**src/rtl/bounce_bar_gen.sv**
```systemverilog
// Vertical bars bouncing across the horizontal scan, each with its own speed and colour channel.
// Build option BOUNCE_BLEND_EN: overlapping bars add per channel with saturation instead of lowest-index priority.
module bounce_bar_gen #(
    parameter int unsigned COORD_W  = 10,
    parameter int unsigned NUM_BARS = 3,
    parameter int unsigned BAR_W    = 20,
    parameter int unsigned MAX_POS  = 620,
    parameter int unsigned TICK_DIV = 32768,
    parameter int unsigned COLOR_W  = 8,
    parameter int unsigned LEVEL    = 220
) (
    input  logic                clk,
    input  logic                rst_n,
    input  logic                enable,
    input  logic                pause,
    input  logic [COORD_W-1:0]  pixel_x,
    output logic [COLOR_W-1:0]  out_r,
    output logic [COLOR_W-1:0]  out_g,
    output logic [COLOR_W-1:0]  out_b,
    output logic [NUM_BARS-1:0] bar_hit,
    output logic                tick
);

    localparam int unsigned        EXT_W    = COORD_W + 1;
    localparam int unsigned        CNT_W    = $clog2(TICK_DIV);
    localparam logic [CNT_W-1:0]   CNT_LAST = CNT_W'(TICK_DIV - 1);
    localparam logic [EXT_W-1:0]   MAX_E    = EXT_W'(MAX_POS);
    localparam logic [EXT_W-1:0]   BAR_E    = EXT_W'(BAR_W);

    typedef enum logic {
        DIR_UP   = 1'b0,
        DIR_DOWN = 1'b1
    } dir_t;

    logic [CNT_W-1:0]   prescale;
    logic               step_now;
    logic [COORD_W-1:0] pos     [NUM_BARS];
    dir_t               dir     [NUM_BARS];
    logic [COORD_W-1:0] pos_nxt [NUM_BARS];
    dir_t               dir_nxt [NUM_BARS];
    logic [EXT_W-1:0]   up_sum  [NUM_BARS];
    logic [NUM_BARS-1:0] hit;
    logic [COLOR_W-1:0] chan_nxt [3];

    // Motion happens on the same edge that raises tick.
    assign step_now = !pause && (prescale == CNT_LAST);

    // Prescaler and tick pulse; pause freezes the count.
    always_ff @(posedge clk or negedge rst_n) begin
        if (!rst_n) begin
            prescale <= '0;
            tick     <= 1'b0;
        end else if (pause) begin
            tick <= 1'b0;
        end else if (prescale == CNT_LAST) begin
            prescale <= '0;
            tick     <= 1'b1;
        end else begin
            prescale <= prescale + CNT_W'(1);
            tick     <= 1'b0;
        end
    end

    // Next position per bar: bar i moves i+1 pixels per tick and turns around without an idle tick.
    always_comb begin
        for (int i = 0; i < NUM_BARS; i++) begin
            up_sum[i]  = {1'b0, pos[i]} + EXT_W'(i + 1);
            pos_nxt[i] = pos[i];
            dir_nxt[i] = dir[i];
            if (dir[i] == DIR_UP) begin
                if (up_sum[i] <= MAX_E) begin
                    pos_nxt[i] = COORD_W'(up_sum[i]);
                end else begin
                    pos_nxt[i] = COORD_W'(MAX_POS);
                    dir_nxt[i] = DIR_DOWN;
                end
            end else begin
                if ({1'b0, pos[i]} >= EXT_W'(i + 1)) begin
                    pos_nxt[i] = pos[i] - COORD_W'(i + 1);
                end else begin
                    pos_nxt[i] = '0;
                    dir_nxt[i] = DIR_UP;
                end
            end
        end
    end

    always_ff @(posedge clk or negedge rst_n) begin
        if (!rst_n) begin
            for (int i = 0; i < NUM_BARS; i++) begin
                pos[i] <= '0;
                dir[i] <= DIR_UP;
            end
        end else if (step_now) begin
            for (int i = 0; i < NUM_BARS; i++) begin
                pos[i] <= pos_nxt[i];
                dir[i] <= dir_nxt[i];
            end
        end
    end

    // Coverage test in one extra bit so a bar near the right edge cannot alias onto x=0.
    always_comb begin
        hit = '0;
        for (int i = 0; i < NUM_BARS; i++) begin
            hit[i] = ({1'b0, pixel_x} >= {1'b0, pos[i]}) &&
                     ({1'b0, pixel_x} <  ({1'b0, pos[i]} + BAR_E));
        end
    end

`ifdef BOUNCE_BLEND_EN
    localparam int unsigned SUM_W = COLOR_W + 4;

    logic [SUM_W-1:0] sum [3];

    // Additive blend per channel, clamped to full scale.
    always_comb begin
        for (int c = 0; c < 3; c++) begin
            sum[c] = '0;
        end
        for (int i = 0; i < NUM_BARS; i++) begin
            if (hit[i]) begin
                sum[i % 3] = sum[i % 3] + SUM_W'(LEVEL);
            end
        end
        for (int c = 0; c < 3; c++) begin
            chan_nxt[c] = (|sum[c][SUM_W-1:COLOR_W]) ? '1 : sum[c][COLOR_W-1:0];
        end
    end
`else
    localparam logic [COLOR_W-1:0] LEVEL_C = COLOR_W'(LEVEL);

    // Lowest-index hitting bar owns the pixel; scanning downward lets it overwrite the rest.
    always_comb begin
        for (int c = 0; c < 3; c++) begin
            chan_nxt[c] = '0;
        end
        for (int i = int'(NUM_BARS) - 1; i >= 0; i--) begin
            if (hit[i]) begin
                for (int c = 0; c < 3; c++) begin
                    chan_nxt[c] = '0;
                end
                chan_nxt[i % 3] = LEVEL_C;
            end
        end
    end
`endif

    always_ff @(posedge clk or negedge rst_n) begin
        if (!rst_n) begin
            out_r   <= '0;
            out_g   <= '0;
            out_b   <= '0;
            bar_hit <= '0;
        end else if (enable) begin
            out_r   <= chan_nxt[0];
            out_g   <= chan_nxt[1];
            out_b   <= chan_nxt[2];
            bar_hit <= hit;
        end else begin
            out_r   <= '0;
            out_g   <= '0;
            out_b   <= '0;
            bar_hit <= '0;
        end
    end

endmodule

```
**config.mk**
```make
export PLATFORM = sky130hd
export DESIGN_NAME = bounce_bar_gen
export DESIGN_NICKNAME = d
export VERILOG_FILES = /design/src/rtl/bounce_bar_gen.sv
export SDC_FILE = /design/constraint.sdc
export NUM_CORES = 1
export LEC_CHECK = 0
export CORE_MARGIN = 5
export CORE_UTILIZATION = 60
export DETAILED_ROUTE_END_ITERATION = 10
export PLACE_DENSITY = 0.87
export SYNTH_ARGS = -nofsm -noshare
export SYNTH_HDL_FRONTEND = slang
export SYNTH_SLANG_ARGS = --single-unit
```
**constraint.sdc**
```tcl
create_clock -name clk -period 8.6 [get_ports clk]
set_clock_uncertainty 0.1 [all_clocks]
set_input_delay 1.72 -clock clk [delete_from_list [all_inputs] [get_ports clk]]
set_output_delay 1.72 -clock clk [all_outputs]
set_load 0.01 [all_outputs]
```
-- Yosys cells after proc, flatten, opt, wreduce, memory -nomap -nowiden
Cells that the tools add are included.
- add/sub/neg operators: 10
- magnitude comparators: 12
- equal/unequal tests: 1
- mux-type cells: 28
- reductions and logical operators: 5
- operators with widths (cell ; count):
    2-to-1 mux 10 bit ; 9
    2-to-1 mux 24 bit ; 2
    adder 10 x 5 -> 11 bit, second input constant ; 3
    <= comparator 11 x 10 -> 1 bit, second input constant ; 3
    < comparator 10 x 11 -> 1 bit ; 3
    2-to-1 mux 8 bit ; 4
    >= comparator 10 bit ; 3
    adder 10 x 2 -> 11 bit, second input constant ; 2
    >= comparator 10 x 2 -> 1 bit, second input constant ; 2
    subtractor 10 x 2 -> 10 bit, second input constant ; 2
    adder 15 x 1 -> 15 bit, second input constant ; 1
    == test 15 bit, second input constant ; 1
    2-to-1 mux 15 bit ; 1
    adder 10 x 1 -> 11 bit, second input constant ; 1
    2-to-1 mux 1 bit ; 11
    >= comparator 10 x 1 -> 1 bit, second input constant ; 1
    subtractor 10 x 1 -> 10 bit, second input constant ; 1
    logical AND 1 bit ; 4
    2-to-1 mux 3 bit ; 1
    zero test 1 bit ; 1
- register bits after elaboration: 76
- input port bits: 14

-- Logic depth before layout (Yosys ltp)
Gate-level depths: netlist (run 1).
- depth after elaboration: 7
- gate-level depth with buffers: 12

-- Worst setup path before layout (run 1)
OpenSTA, ideal clock, no wires.
- path kind: in2reg
- from: in pause
- to: reg pos[27] in the netlist's numbering
- arrival time: 3342 ps
- required time: 8380 ps
- path slack: 5037 ps
- cell stages on the path: 9
- buffers on the path: 3
- cell sequence: and4b_1 -> clkbuf_1 -> inv_1 -> or4_4 -> buf_6 -> buf_6 -> o21ai_2 -> o21ai_1 -> a41o_1
- cells in the longest elaborated chain, start to end: 2
- ends and longest elaborated chain (item ; RTL line ; RTL):
    start: declaration ; 15 ; input logic pause,
    zero test 1 bit ; 46 ; assign step_now = !pause && (prescale == CNT_LAST);
    logical AND 1 bit ; 46 ;
    end signal: indexed assignment ; 96 ; pos[i] <= pos_nxt[i];
    end: declaration ; 37 ; logic [COORD_W-1:0] pos [NUM_BARS];
Every way passes these cells.
A chain may end at the register's enable or synchronous reset.

-- Final worst setup path (run 1)
Same ends and word-level chain as after synthesis.

==> results of run 1 <==
==> routing by layer <==
layer / track usage / share of wire
met5: 0 / 0
met4: 0.115 / 0.037
met3: 0.0384 / 0.085
met2: 0.394 / 0.46
met1: 0.341 / 0.42
==> flip-flops by register name, summed over array words and instances (netlist names) <==
signal,count
bar_hit,2
dir,3
out_b,1
out_g,1
out_r,1
pos,29
prescale,15
tick,1
==> critical path, stage by stage <==
cell,delay (ns)
clkdlybuf4s50_1,0.50
and4b_1,0.39
inv_1,0.10
or4_4,0.75
inv_2,0.44
nand3_1,0.14
o21a_1,0.13
o21ai_1,0.13
a41o_1,0.12
==> worst paths after layout <==
kind / slack (ns) / cells past startpoint / end
min in group asynchronous: 1.43 / 2 / prescale[10]$_DFFE_PN0N_
hold / removal: 0.40 / 1 / prescale[12]$_DFFE_PN0N_
max in group asynchronous: 6.50 / 2 / pos[26]$_DFFE_PN0P_
hold reg to reg: 0.40 / 1 / prescale[12]$_DFFE_PN0N_
setup / recovery: 4.32 / 9 / pos[27]$_DFFE_PN0P_
setup reg to reg: 5.27 / 10 / out_g[6]$_DFF_PN0_
==> cells by family (layout without fill, tap and decap cells) <==
| family | Yosys count | count (layout) | share of synthesized area |
|---|---|---|---|
| buffers and inverters | 109 | 88 | 0.0945 |
| AOI/OAI and AO/OA | 218 | 218 | 0.258 |
| adders and majority gates | 71 | 71 | 0.155 |
| muxes | 4 | 4 | 0.00743 |
| DFF | 53 | 53 | 0.232 |
| and+or+nand+nor | 218 | 218 | 0.198 |
| other | 1 | 9 | 0.000655 |
| xor gates and xnor gates | 36 | 36 | 0.0551 |
==> metrics by stage <==
stage / total power (W) / cells / utilization / hold slack (ns)
finish: 0.000485 / 826 / 0.642 / 0.405
global route: 0.000512 / 826 / 0.642 / 0.409
CTS: 0.000490 / 826 / 0.642 / 0.407
detailed placement: 0.000355 / 819 / 0.633 / 0.387
global placement: 0.000349 / 819 / 0.633 / 0.362
floorplan: 0.000325 / 718 / - / 0.345
==> power breakdown <==
group,leakage (nW),total (W),switching [W],internal (W)
sequential,0.667,0.000274,0.0000136,0.000260
combinational,1.69,0.0000756,0.0000399,0.0000357
clock,0.0412,0.000136,0.0000792,0.0000566
total,2.40,0.000485,0.000133,0.000353
==> cells in the mapped netlist, types with 5 or more instances <==
library cell | count | area, µm²
buf_4 | 22 | 165
a31oi_1 | 7 | 43.8
inv_1 | 47 | 176
o2111ai_1 | 6 | 52.6
nand3_1 | 27 | 135
clkbuf_1 | 18 | 67.6
or3_1 | 6 | 37.5
o211ai_1 | 9 | 67.6
o21ai_0 | 50 | 250
ha_1 | 71 | 888
and2_1 | 6 | 37.5
nand2_1 | 46 | 173
o31ai_1 | 8 | 60.1
nor2_1 | 52 | 195
nand2b_1 | 5 | 31.3
xnor2_1 | 30 | 263
a21o_1 | 8 | 60.1
nor3_1 | 23 | 115
nor2b_1 | 7 | 43.8
o311ai_0 | 5 | 43.8
dfrtp_1 | 53 | 1330
nor4_1 | 6 | 37.5
buf_2 | 14 | 70.1
a211oi_1 | 5 | 37.5
nand4_1 | 12 | 75.1
and3_1 | 5 | 31.3
a2111oi_0 | 5 | 43.8
xor2_1 | 6 | 52.6
o21a_1 | 7 | 52.6
a21oi_1 | 52 | 260
==> cell type report <==
class,instances,area (µm²)
clock buffers,6,72.6
clock inverters,1,8.76
fillers,767,3330
inverters,48,180
multi-input cells,556,3880
flip-flops and latches,53,1330
well taps,129,161
repair buffers,33,323
==> cells in the final DEF, fill, tap and decap left out, types with 4 or more instances in the layout <==
| cell | netlist | final |
|---|---|---|
| o31ai_1 | 8 | 8 |
| a21oi_1 | 52 | 52 |
| o211ai_1 | 9 | 9 |
| ha_1 | 71 | 71 |
| xnor2_1 | 30 | 30 |
| conb_1 | 1 | 9 |
| a211oi_1 | 5 | 5 |
| a31o_2 | 4 | 4 |
| nor4_1 | 6 | 6 |
| o32ai_1 | 4 | 4 |
| dfrtp_1 | 53 | 53 |
| nand4_1 | 12 | 12 |
| and2_1 | 6 | 6 |
| nor3_1 | 23 | 23 |
| a21boi_0 | 4 | 4 |
| xor2_1 | 6 | 6 |
| nand3_1 | 27 | 27 |
| o32a_1 | 4 | 4 |
| or3_1 | 6 | 6 |
| o21a_1 | 7 | 7 |
| o2111ai_1 | 6 | 6 |
| inv_1 | 47 | 47 |
| and3_1 | 5 | 5 |
| clkbuf_8 | 0 | 5 |
| a31oi_1 | 7 | 7 |
| nand2b_1 | 5 | 5 |
| nand2_1 | 46 | 46 |
| a2111oi_0 | 5 | 5 |
| nor2b_1 | 7 | 7 |
| clkdlybuf4s50_1 | 0 | 31 |
| o21ai_0 | 50 | 50 |
| nor2_1 | 52 | 52 |
| o311ai_0 | 5 | 5 |
| a21o_1 | 8 | 8 |
==> out/metrics.yaml, run 1 <==
critical_path:
  rr_startpoint: "pos[13]$_DFFE_PN0P_"
  crit_fanout: 32
  worst_ep_required_time_ns: 8.75
  worstSetupStartpointType: "primary input"
  end_kind: "register"
  crit_arrival_ns: 4.43
  crit_path_start: "pause"
  crit_type: "primary input to register"
placed_design:
  dpl_cell_area_um2: 5880
  place_ws_ns: 4.03
  io_buffers: 32
  hpwl_um: 10800
  place.gp.congestion: 0.932
clock_tree:
  cts_tree: "done"
  cts_setup_buffers: 0
  clkLatencyLatePin_ns: 0.31
  cts-resized-gates: 0
  cts_buffer_depth: 2
  cts_sinks: 53
  cts_buffers: 5
  clockRootBuffer: "clkbuf_8"
  cts.htree.levels: 2
  clk_pin_slew_ns: 0.10
  postCtsHoldBufs: 0
sta:
  finalHoldViolCount: 0
  fmax_ghz: 0.234
  rsz0062_at_grt: "false"
  worstMarginPinSlew_ns: 1.11
  final.period_utilization: 0.498
  slew_headroom: 0.255
  finalSetupViolations: 0
  fin_crit_ns: 4.28
  tns_ns: 0
  slew_viol_final: 0
  finalWorstSetupSlack_ns: 4.32
grt:
  grt_first_pass_wirelength_um: 24300
  grt-ovfl-total: 0
  track_usage: 0.252
  grt_pass1_vias: 5132
  antenna_found_initial: 0
  grt_max_degree: 54
synth:
  ys_ff_latch: 53
  synth_area_um2: 5720
  yosys_warnings: 0
  synthCells: 710
  ys_seq_area_frac: 0.232
  synth_area_per_cell_um2: 8.06
  synthFlopType: "dfrtp_1"
  ys_types: 80
  ys_async_sr_fraction: 1.00
  synth_edf_count: 0
floorplanning:
  die-height_um: 108
  fp.coreArea_um2: 9280
  die_w_um: 108
  num_rows: 35
  initial_core_util: 0.616
  io_pins: 42
  dieArea_um2: 11600
final_layout:
  final_area_um2: 5960
  drive_gt1_frac: 0.0445
  layout.nets: 782
  antenna_cells: 0
  area_growth_pct: 4.11
hold_path:
  min_path_type: "register to register"
  hold_start: "prescale[12]$_DFFE_PN0N_"
outcome:
  status: "finished clean"
routing:
  vias: 5455
  ant_nets: 0
  drc_errors: 0
  via_per_inst: 6.60
  wirelength_um: 14400
  avgRoutedWirePerCell_um: 17.4
  first_iter_violations: 504
  dr.pass1.iters: 5
power:
  power_density_nw_per_um2: 81.5
  p_leak_nw: 2.40
  vdd_ir_drop_max_uv: 66.6
run:
  maxCapViolCount: 0
Note: power is estimated with default switching activity, not from simulation.
==> run 2: changes to the inputs <==
==> constraint.sdc (replaced) <==
create_clock -name clk -period 4.3 [get_ports clk]
set_clock_uncertainty 0.1 [all_clocks]
set_input_delay 0.86 -clock clk [delete_from_list [all_inputs] [get_ports clk]]
set_output_delay 0.86 -clock clk [all_outputs]
set_load 0.01 [all_outputs]
==> run 2 against run 1 <==
Routed wire length rose by 1.3%. Register-to-register slack worse by 4.2 ns. Sequential cell count is the same. Clock-buffer cell count is 1 lower. First-iteration DRC count fell by 2.0%. Via count down 0.64%. Die area unchanged. Clock power grew to 2.6 times the previous value. Core utilization up 0.49 points. Sequential power rose by 100%. Sequential share of layout area fell by 0.17 points. Critical path type unchanged. Largest cell class unchanged. Highest routed layer unchanged.
==> out/metrics.yaml, run 2 (synthesized netlist as in run 1, its figures left out) <==
floorplanning:
  dieArea_um2: 11600
  die_w_um: 108
  die-height_um: 108
  io_pins: 42
  num_rows: 35
  fp.coreArea_um2: 9280
  initial_core_util: 0.616
routing:
  wirelength_um: 14600
  vias: 5420
  dr.pass1.iters: 5
  drc_errors: 0
  via_per_inst: 6.55
  first_iter_violations: 494
  ant_nets: 0
  avgRoutedWirePerCell_um: 17.6
outcome:
  status: "finished clean"
clock_tree:
  cts_sinks: 53
  clkLatencyLatePin_ns: 0.32
  clk_pin_slew_ns: 0.11
  cts_tree: "done"
  cts-resized-gates: 0
  cts_buffers: 5
  cts.htree.levels: 2
  cts_buffer_depth: 2
  clockRootBuffer: "clkbuf_8"
  cts_setup_buffers: 0
  postCtsHoldBufs: 0
critical_path:
  crit_type: "primary input to register"
  worst_ep_required_time_ns: 4.44
  end_kind: "register"
  crit_fanout: 32
  crit_arrival_ns: 3.57
  worstSetupStartpointType: "primary input"
final_layout:
  drive_gt1_frac: 0.0486
  final_cell_mix: "71 x ha_1, 53 x dfrtp_1, 52 x a21oi_1, 52 x nor2_1, 50 x o21ai_0"
  antenna_cells: 0
  layout.nets: 783
  final_common_cell: "ha_1"
  final_util: 0.646
  area_growth_pct: 4.90
  largest_register: "pos"
  top_regs: "pos: 29 flops, prescale: 15 flops, dir: 3 flops"
  fillers: 799
  largest_reg_flops: 29
placed_design:
  hpwl_um: 11000
  place.gp.congestion: 0.932
  io_buffers: 32
grt:
  track_usage: 0.256
  grt_max_degree: 34
  grt_first_pass_wirelength_um: 24600
  antenna_found_initial: 0
  grt-ovfl-total: 0
  grt_pass1_vias: 5215
sta:
  rsz0062_at_grt: "false"
  slew_viol_final: 0
  finalHoldViolCount: 0
  fin_crit_ns: 3.43
  tns_ns: 0
  slew_headroom: 0.463
  finalSetupViolations: 0
  fmax_ghz: 0.292
  final.period_utilization: 0.797
  holdWs_ns: 0.377
  worstMarginPinSlew_ns: 0.785
power:
  p_leak_nw: 2.43
  power_density_nw_per_um2: 177
  total_power_w: 0.00106
  vdd_ir_drop_max_uv: 157
run:
  maxCapViolCount: 0
hold_path:
  min_path_type: "primary input to async pin"
[run 2: stage by stage]
step	instances	area (µm²)	worst slack (ns)
detailed placement	820	5880	0.596
CTS	828	6000	0.900
floorplan	718	5750	1.46
global placement	820	5880	0.692
global route	828	6000	0.731
finish	828	6000	0.874
[run 2: worst max-delay path, stage by stage]
cell	delay [ns]
clkdlybuf4s50_1	0.50
and4b_1	0.41
inv_1	0.09
or4_4	0.77
inv_2	0.43
nand3_1	0.13
o21a_1	0.12
o21ai_1	0.12
a41o_1	0.11
[run 2: path summary, 6_finish.rpt]
kind,cells past startpoint,start,slack (ns),endpoint
max,9,pause,0.87,pos[27]$_DFFE_PN0P_
min,1,rst_n,0.38,prescale[10]$_DFFE_PN0N_
max reg2reg,9,pos[1]$_DFFE_PN0P_,1.03,pos[0]$_DFFE_PN0P_
min reg2reg,1,prescale[12]$_DFFE_PN0N_,0.40,prescale[12]$_DFFE_PN0N_
max in group asynchronous,2,rst_n,2.89,pos[27]$_DFFE_PN0P_
min in group clk,1,prescale[12]$_DFFE_PN0N_,0.40,prescale[12]$_DFFE_PN0N_
[run 2: area by class of cell]
class / instances / area, µm² / share of cell area
repair buffers: 34 / 330 / 0.0550
flip-flops and latches: 53 / 1330 / 0.221
well taps: 129 / 161 / 0.0269
inverters: 48 / 180 / 0.0300
clock buffers: 5 / 68.8 / 0.0115
multi-input cells: 556 / 3880 / 0.647
clock inverters: 3 / 50.0 / 0.00834
[run 2: report_power, final]
part	switching (W)	internal, W
clock network	0.000180	0.000179
logic	0.0000817	0.0000716
registers	0.0000268	0.000521
[run 2: layer usage]
| metal | track usage | up-vias | wire length (µm) |
|---|---|---|---|
| met3 | 0.0432 | 40 | 1270 |
| met1 | 0.344 | 2559 | 6110 |
| met5 | 0 | - | 0 |
| met4 | 0.0974 | 0 | 418 |
| met2 | 0.412 | 263 | 6800 |
| li1 | - | 2558 | - |
==> run 3: changes to the inputs <==
==> constraint.sdc (replaced) <==
create_clock -name clk -period 3.2 [get_ports clk]
set_clock_uncertainty 0.1 [all_clocks]
set_input_delay 0.64 -clock clk [delete_from_list [all_inputs] [get_ports clk]]
set_output_delay 0.64 -clock clk [all_outputs]
set_load 0.01 [all_outputs]
==> run 3 against run 2 <==
Critical path type is now register to register. Worst hold slack got worse by 0.17 ns. Via count rose by 2.5%. Sequential power increased by 35%. Routed wire length is 7.2% higher. Worst setup slack got worse by 0.69 ns. Non-clock buffer count rose by 33. Clock power grew 41%. Register-to-register slack got worse by 0.84 ns. Core utilization rose by 2.9 points. Power grew 38%. Global-route usage is 1.7 points higher.
==> out/metrics.yaml, run 3 (synthesized netlist as in run 1, its figures left out) <==
hold_path:
  min_path_type: "primary input to async pin"
power:
  p_leak_nw: 2.60
  power_density_nw_per_um2: 233
  vdd_ir_drop_max_uv: 191
  total_power_w: 0.00146
floorplanning:
  dieArea_um2: 11600
  die_w_um: 108
  num_rows: 35
  die-height_um: 108
  fp.coreArea_um2: 9280
  initial_core_util: 0.616
  io_pins: 42
clock_tree:
  cts_sinks: 53
  clkLatencyLatePin_ns: 0.32
  cts-resized-gates: 0
  cts_setup_buffers: 0
  cts_tree: "done"
  clk_pin_slew_ns: 0.11
  postCtsHoldBufs: 0
  clockRootBuffer: "clkbuf_8"
  cts.htree.levels: 2
  cts_buffer_depth: 2
  cts_buffers: 5
grt:
  grt_first_pass_wirelength_um: 25700
  grt-ovfl-total: 0
  grt_pass1_vias: 5325
  grt_max_degree: 54
  track_usage: 0.273
  antenna_found_initial: 0
critical_path:
  crit_chain: "buf_4 -> inv_1 -> ha_1 -> a21boi_0 -> nand2_1 -> nor3_1 -> nor2_1 -> a221o_1 -> a221oi_1 -> a21oi_1"
  critPathMaxStageDelay_ns: 0.40
  worst_ep_required_time_ns: 3.30
  crit_fanout: 6
  crit_type: "register to register"
  end_kind: "register"
  worstSetupStartpointType: "register"
  crit_arrival_ns: 3.12
  critPathTopFamily: "compound AO/OA/AOI/OAI gates"
  slowest_stage: "dfrtp_1"
  crit_buf_inv: 2
final_layout:
  largest_register: "pos"
  layout.nets: 816
  final_cell_mix: "71 x ha_1, 53 x dfrtp_1, 52 x a21oi_1, 52 x nor2_1, 50 x o21ai_0"
  largest_reg_flops: 29
  antenna_cells: 0
  drive_gt1_frac: 0.0929
  top_regs: "pos: 29 flops, prescale: 15 flops, dir: 3 flops"
  final_common_cell: "ha_1"
  area_growth_pct: 9.56
routing:
  first_iter_violations: 514
  routed.top_layer: "met4"
  dr.pass1.iters: 6
  wirelength_um: 15700
  vias: 5555
  ant_nets: 0
  wl_met2_um: 7150
  wl_met3_um: 1540
  avgRoutedWirePerCell_um: 18.2
  drc_errors: 0
  via_per_inst: 6.45
  wl_met1_um: 6610
sta:
  tns_ns: 0
  holdWs_ns: 0.205
  finalSetupViolations: 0
  final.period_utilization: 0.942
  finalHoldViolCount: 0
  fin_crit_ns: 3.01
  fmax_ghz: 0.332
  slew_headroom: 0.422
  worstMarginPinSlew_ns: 0.846
  rsz0062_at_grt: "false"
  slew_viol_final: 0
placed_design:
  place.gp.congestion: 0.984
  hpwl_um: 11700
  io_buffers: 32
run:
  maxCapViolCount: 0
outcome:
  status: "finished clean"
run 3: cell types whose count changed in the layout (fill, tap and decap cells not counted), sizes merged:
cell	change
buf	+33
run 3: routing by layer:
metal / up-vias / GRT usage
li1: 2624 / -
met1: 2567 / 0.373
met2: 330 / 0.443
met3: 34 / 0.0456
met4: 0 / 0.0812
met5: - / 0
run 3: final cells by class:
class	instances	area [µm²]
clock inverter	3	50.0
inverter	48	180
timing repair buffer	67	591
fill	758	3020
sequential	53	1330
multi-input combinational	556	3890
clock buffer	5	68.8
tap	129	161
run 3: worst paths after layout:
path,from,endpoint,slack [ns],cells past startpoint
worst max-delay path,pos[12]$_DFFE_PN0P_,pos[13]$_DFFE_PN0P_,0.19,10
worst min-delay path,rst_n,prescale[1]$_DFFE_PN0N_,0.21,2
worst max register to register,pos[12]$_DFFE_PN0P_,pos[13]$_DFFE_PN0P_,0.19,10
worst min register to register,prescale[13]$_DFFE_PN0N_,prescale[13]$_DFFE_PN0N_,0.41,1
max in group asynchronous,rst_n,pos[26]$_DFFE_PN0P_,2.55,2
min in group clk,prescale[13]$_DFFE_PN0N_,prescale[13]$_DFFE_PN0N_,0.41,1
run 3: per-stage QoR:
stage	std cells	utilization	instance area (µm²)	worst slack [ns]
CTS	861	0.675	6260	0.206
floorplan	718	-	5750	0.360
finish	861	0.675	6270	0.187
global route	861	0.675	6270	0.0657
global placement	853	0.662	6140	0.201
detailed placement	853	0.662	6140	0.122
run 3: report_power, final:
part / leakage (nW) / total (W) / internal (W) / switching (W)
clock: 0.0603 / 0.000505 / 0.000241 / 0.000264
combinational: 1.87 / 0.000213 / 0.000102 / 0.000111
sequential: 0.667 / 0.000740 / 0.000700 / 0.0000403
total: 2.60 / 0.00146 / 0.00104 / 0.000416
